<file path="src/rtl/serial_subtractor_pkg.sv">
// Shared definitions for the bit-serial subtractor: FSM state encoding and default width.
package serial_subtractor_pkg;

  localparam int unsigned DefaultWidth = 6;

  typedef enum logic [1:0] {
    StIdle,
    StRun,
    StDone
  } state_e;

endpackage

</file>
<file path="src/rtl/full_subtractor_cell.sv">
// One-bit full subtractor: d = x - y - bin, with borrow-out.
module full_subtractor_cell (
  input  logic x_i,
  input  logic y_i,
  input  logic bin_i,
  output logic d_o,
  output logic bout_o
);

  assign d_o    = x_i ^ y_i ^ bin_i;
  assign bout_o = (~x_i & y_i) | (~(x_i ^ y_i) & bin_i);

endmodule

</file>
<file path="src/rtl/serial_subtractor.sv">
// Bit-serial unsigned subtractor, LSB first, one bit per clock through a single borrow flop.
module serial_subtractor
  import serial_subtractor_pkg::*;
#(
  parameter int unsigned WIDTH = DefaultWidth
) (
  input  logic             clk_i,
  input  logic             rst_ni,
  input  logic             start_i,
  input  logic [WIDTH-1:0] a_i,
  input  logic [WIDTH-1:0] b_i,
  output logic             busy_o,
  output logic             done_o,
  output logic [WIDTH-1:0] diff_o,
  output logic             borrow_o
);

  localparam int unsigned CntW = $clog2(WIDTH);
  localparam logic [CntW-1:0] CntLast = CntW'(WIDTH - 1);

  state_e           state_q, state_d;
  logic [WIDTH-1:0] sa_q, sa_d;
  logic [WIDTH-1:0] sb_q, sb_d;
  logic [WIDTH-1:0] res_q, res_d;
  logic [WIDTH-1:0] diff_q, diff_d;
  logic             br_q, br_d;
  logic             borrow_q, borrow_d;
  logic [CntW-1:0]  cnt_q, cnt_d;

  logic bit_d, bit_bout;

  full_subtractor_cell u_cell (
    .x_i   (sa_q[0]),
    .y_i   (sb_q[0]),
    .bin_i (br_q),
    .d_o   (bit_d),
    .bout_o(bit_bout)
  );

  always_comb begin
    state_d  = state_q;
    sa_d     = sa_q;
    sb_d     = sb_q;
    res_d    = res_q;
    diff_d   = diff_q;
    br_d     = br_q;
    borrow_d = borrow_q;
    cnt_d    = cnt_q;

    unique case (state_q)
      StIdle, StDone: begin
        state_d = StIdle;
        if (start_i) begin
          state_d = StRun;
          sa_d    = a_i;
          sb_d    = b_i;
          br_d    = 1'b0;
          cnt_d   = '0;
        end
      end
      StRun: begin
        res_d = {bit_d, res_q[WIDTH-1:1]};
        sa_d  = sa_q >> 1;
        sb_d  = sb_q >> 1;
        br_d  = bit_bout;
        cnt_d = cnt_q + 1'b1;
        // Publish only on the last bit so diff/borrow hold through the next run.
        if (cnt_q == CntLast) begin
          state_d  = StDone;
          diff_d   = {bit_d, res_q[WIDTH-1:1]};
          borrow_d = bit_bout;
        end
      end
      default: state_d = StIdle;
    endcase
  end

  always_ff @(posedge clk_i or negedge rst_ni) begin
    if (!rst_ni) begin
      state_q  <= StIdle;
      sa_q     <= '0;
      sb_q     <= '0;
      res_q    <= '0;
      diff_q   <= '0;
      br_q     <= 1'b0;
      borrow_q <= 1'b0;
      cnt_q    <= '0;
    end else begin
      state_q  <= state_d;
      sa_q     <= sa_d;
      sb_q     <= sb_d;
      res_q    <= res_d;
      diff_q   <= diff_d;
      br_q     <= br_d;
      borrow_q <= borrow_d;
      cnt_q    <= cnt_d;
    end
  end

  assign busy_o   = (state_q == StRun);
  assign done_o   = (state_q == StDone);
  assign diff_o   = diff_q;
  assign borrow_o = borrow_q;

endmodule

</file>
<file path="config.mk">
export PLATFORM = sky130hd
export DESIGN_NAME = serial_subtractor
export DESIGN_NICKNAME = d
export VERILOG_FILES = /design/src/rtl/serial_subtractor_pkg.sv /design/src/rtl/full_subtractor_cell.sv /design/src/rtl/serial_subtractor.sv
export SDC_FILE = /design/constraint.sdc
export NUM_CORES = 1
export LEC_CHECK = 0
export ABC_AREA = 1
export CAP_MARGIN = 10
export CORE_ASPECT_RATIO = 1.5
export CORE_MARGIN = 2
export CORE_UTILIZATION = 50
export CTS_CLUSTER_SIZE = 12
export DETAILED_ROUTE_END_ITERATION = 8
export PLACE_DENSITY_LB_ADDON = 0.12
export SLEW_MARGIN = 10
export SYNTH_ARGS = -nofsm -noshare
export SYNTH_HDL_FRONTEND = slang
export SYNTH_SLANG_ARGS = --single-unit
</file>
<file path="constraint.sdc">
create_clock -name clk_i -period 1.4 [get_ports clk_i]
set_input_delay 0.14 -clock clk_i [delete_from_list [all_inputs] [get_ports clk_i]]
set_output_delay 0.14 -clock clk_i [all_outputs]
set_load 0.01 [all_outputs]
</file>
==> run summary <==
status: finished, final reports clean
Post-Place Worst Slack: 0.07530 ns
adder and majority cell fraction of the synthesized area: 0.03209
top cells by instance count after synthesis: nand2_1, dfrtp_1, inv_1
reg2reg end: sb_q[0]
ys flop type: dfrtp_1
Final Hold Vio Count: 0
Hold Path Class: in -> async
clk_lat worst skew: 0.28 ns
count leader, synth: nand2_1
Max Slew Vio Count: 0
CP Launch Type: flop
overall power: 4209 µW
final net count: 223
flop-to-flop setup slack: 0.15 ns
maximum clock rate: 0.7615 GHz
Site Rows: 23
routed wl met3: 161 µm
Pwr per Cell Area: 2343 nW/µm²
sequential fraction of the synthesis area: 0.5348
clock sinks: 30
worst setup margin: 0.08682 ns
Synth Instances: 172
simple-gate share of the synthesized area: 0.2460
Core Region: 2676 µm²
GRT overflow: 0
drt drc: 0
post-synth net total: 190
largest family of logic cells by synthesized area: simple AND/OR/NAND/NOR gates
detailed-route via count: 1141
hold_buf cts: 0
Worst-Margin Slew: 0.3818 ns
Leak: 0.0009561 µW
drt initial violations: 16
MaxCap Viol Count: 0
DR pass1 iterations: 4
R2R depth: 6
drt total wl: 2.750 mm
top cell type by total area after synthesis: dfrtp_1
Max-slew headroom: 0.7455
max layer used: met4
Buffers on Ports: 23
largest net degree at the start of global routing: 31
Inserted Clock Buffers: 5
TNS Setup: 0 ns
H-tree depth: 2
Worst VDD drop: 1543 µV
post-synthesis mux area share: 0
Max Buffers Root-to-Sink: 2
Initial Util: 0.5245
EDFF count, synth: 0
slowest stage delay, CP: 0.54 ns
Netlist cell types: 18
Synth Area in XOR/XNOR: 0
antenna cells: 0
dpl hpwl: 1.969 mm
Root Buffer: clkbuf_8
number of buffer and inverter stages on the critical path: 1
Crit Path Class: reg -> out
Top Ports: 24
initial antenna violation count: 0
Layout Utilization: 0.6713
die area: 3256 µm²
wire length on met2: 1.349 mm
Synth Register Bits: 30
Critical Path Fanout Max: 2
Finish-stage setup viols: 0
fillers: 243
met1 WL: 1.124 mm
Critical Path RT: 1.26 ns
RSZ-0062 raised after global routing: false
CP endpoint kind: primary output
Setup Buffers After CTS: 0
Crit. Startpoint: diff_o[5]
family with the most delay on the worst path: buffers and inverters
post-synth top area share: 0.5348
total track usage: 0.2108
die width: 47.27 µm
top cells by area, synth: dfrtp_1, nand2_1, inv_1
Max stage delay cell, worst path: clkdlybuf4s50_1
RePlAce Congestion: 0.8519
vias per cell: 4.734
layout cells sized above 1: 0.1275
number of nets with antenna violations after routing: 0
Synth Warn #: 0
synthesized cell area: 1404 µm²
worst r2r src: state_q[1]
asr flop ratio synth: 1.000
Area Growth Syn to Fin: 27.99%
Final Skew: 0.005767 ns
global-route wire length before repair: 4.712 mm
Critical Path AT: 1.17 ns
DR WL/cell: 11.41 µm
crit path cell chain: clkdlybuf4s50_1
Synth Area in Compound Gates: 0.06417
CTS tree: yes
syn avg cell area: 8.162 µm²
crit share post-route: 0.9380
DIE HEIGHT: 68.90 µm
vias in the first global route: 1146
Worst-path clk slew: 0.06 ns
crit path time final: 1.313 ns
layout by cell type, fill, tap and decap left out, drive strengths merged:
master / synthesis / layout
a21oi: 1 / 1
buf: 5 / 9
clkbuf: 1 / 6
clkdlybuf4s50: 0 / 21
clkinv: 1 / 1
dfrtp: 30 / 30
dlygate4sd2: 0 / 2
fa: 1 / 1
ha: 2 / 2
inv: 35 / 35
nand2: 53 / 53
nand3: 21 / 21
nor2: 3 / 3
o21ai: 17 / 17
or2: 2 / 2
per-stage QoR:
stage	cells	hold WS [ns]	area (µm²)
detailed placement	235	0.4656	1710
CTS	241	0.2622	1792
finish	241	0.2425	1797
global route	241	0.2855	1797
global placement	235	0.4620	1710
floorplan	172	-0.1556	1404
power breakdown:
group | switching, µW | total [µW] | leakage [µW] | internal [µW]
clock network | 296 | 673 | 0.0000431 | 378
logic | 1130 | 2000 | 0.000543 | 874
registers | 239 | 1540 | 0.000370 | 1300
total | 1660 | 4210 | 0.000956 | 2550
logic make-up (layout without fill, tap and decap cells):
family | count (synthesis) | in the layout
AOI/OAI and AO/OA | 18 | 18
adders and majority gates | 3 | 3
DFF | 30 | 30
and+or+nand+nor | 79 | 79
buffers and inverters | 42 | 74
worst register-to-register path, delay by kind of cell, from the launching register on:
kind / cells / cell delay, ns
buf+inv: 2 / 0.27
flops: 1 / 0.41
simple gates: 4 / 0.45
state kept, by name, indices dropped and copies added, names as in the netlist:
register	cells
sa_q	6
cnt_q	3
res_q	5
br_q	1
sb_q	6
state_q	2
diff_o	6
borrow_o	1
worst max-delay path by stage:
stage | slack (ns) | cells past startpoint | endpoint
floorplan | 0.26 | 4 | br_q
global placement | 0.12 | 6 | sb_q[4]
detailed placement | 0.08 | 6 | sb_q[0]
CTS | 0.07 | 1 | diff_o[4]
global route | 0.01 | 3 | done_o
finish | 0.09 | 1 | diff_o[5]
layer usage:
layer / GRT usage / vias to the layer above
li1: - / 580
met1: 0.2381 / 512
met2: 0.3361 / 38
met3: 0.06510 / 11
met4: 0.1285 / 0
met5: 0 / -
area by class of cell:
class,count,area [µm²],area share
multi-input combinational,100,485.5,0.2702
tap,37,46.29,0.02577
sequential,30,752.0,0.4185
inverter,36,135.1,0.07521
timing repair buffer,32,295.3,0.1643
clock buffer,6,82.58,0.04596
timing repair:
item | 4_1_cts | 5_1_grt
setup endpoints to repair | 2 | 1
pin swaps | 0 | 0
gates resized for setup | 3 | 1
gates cloned | 0 | 0
(Power assumes the default switching activity.)
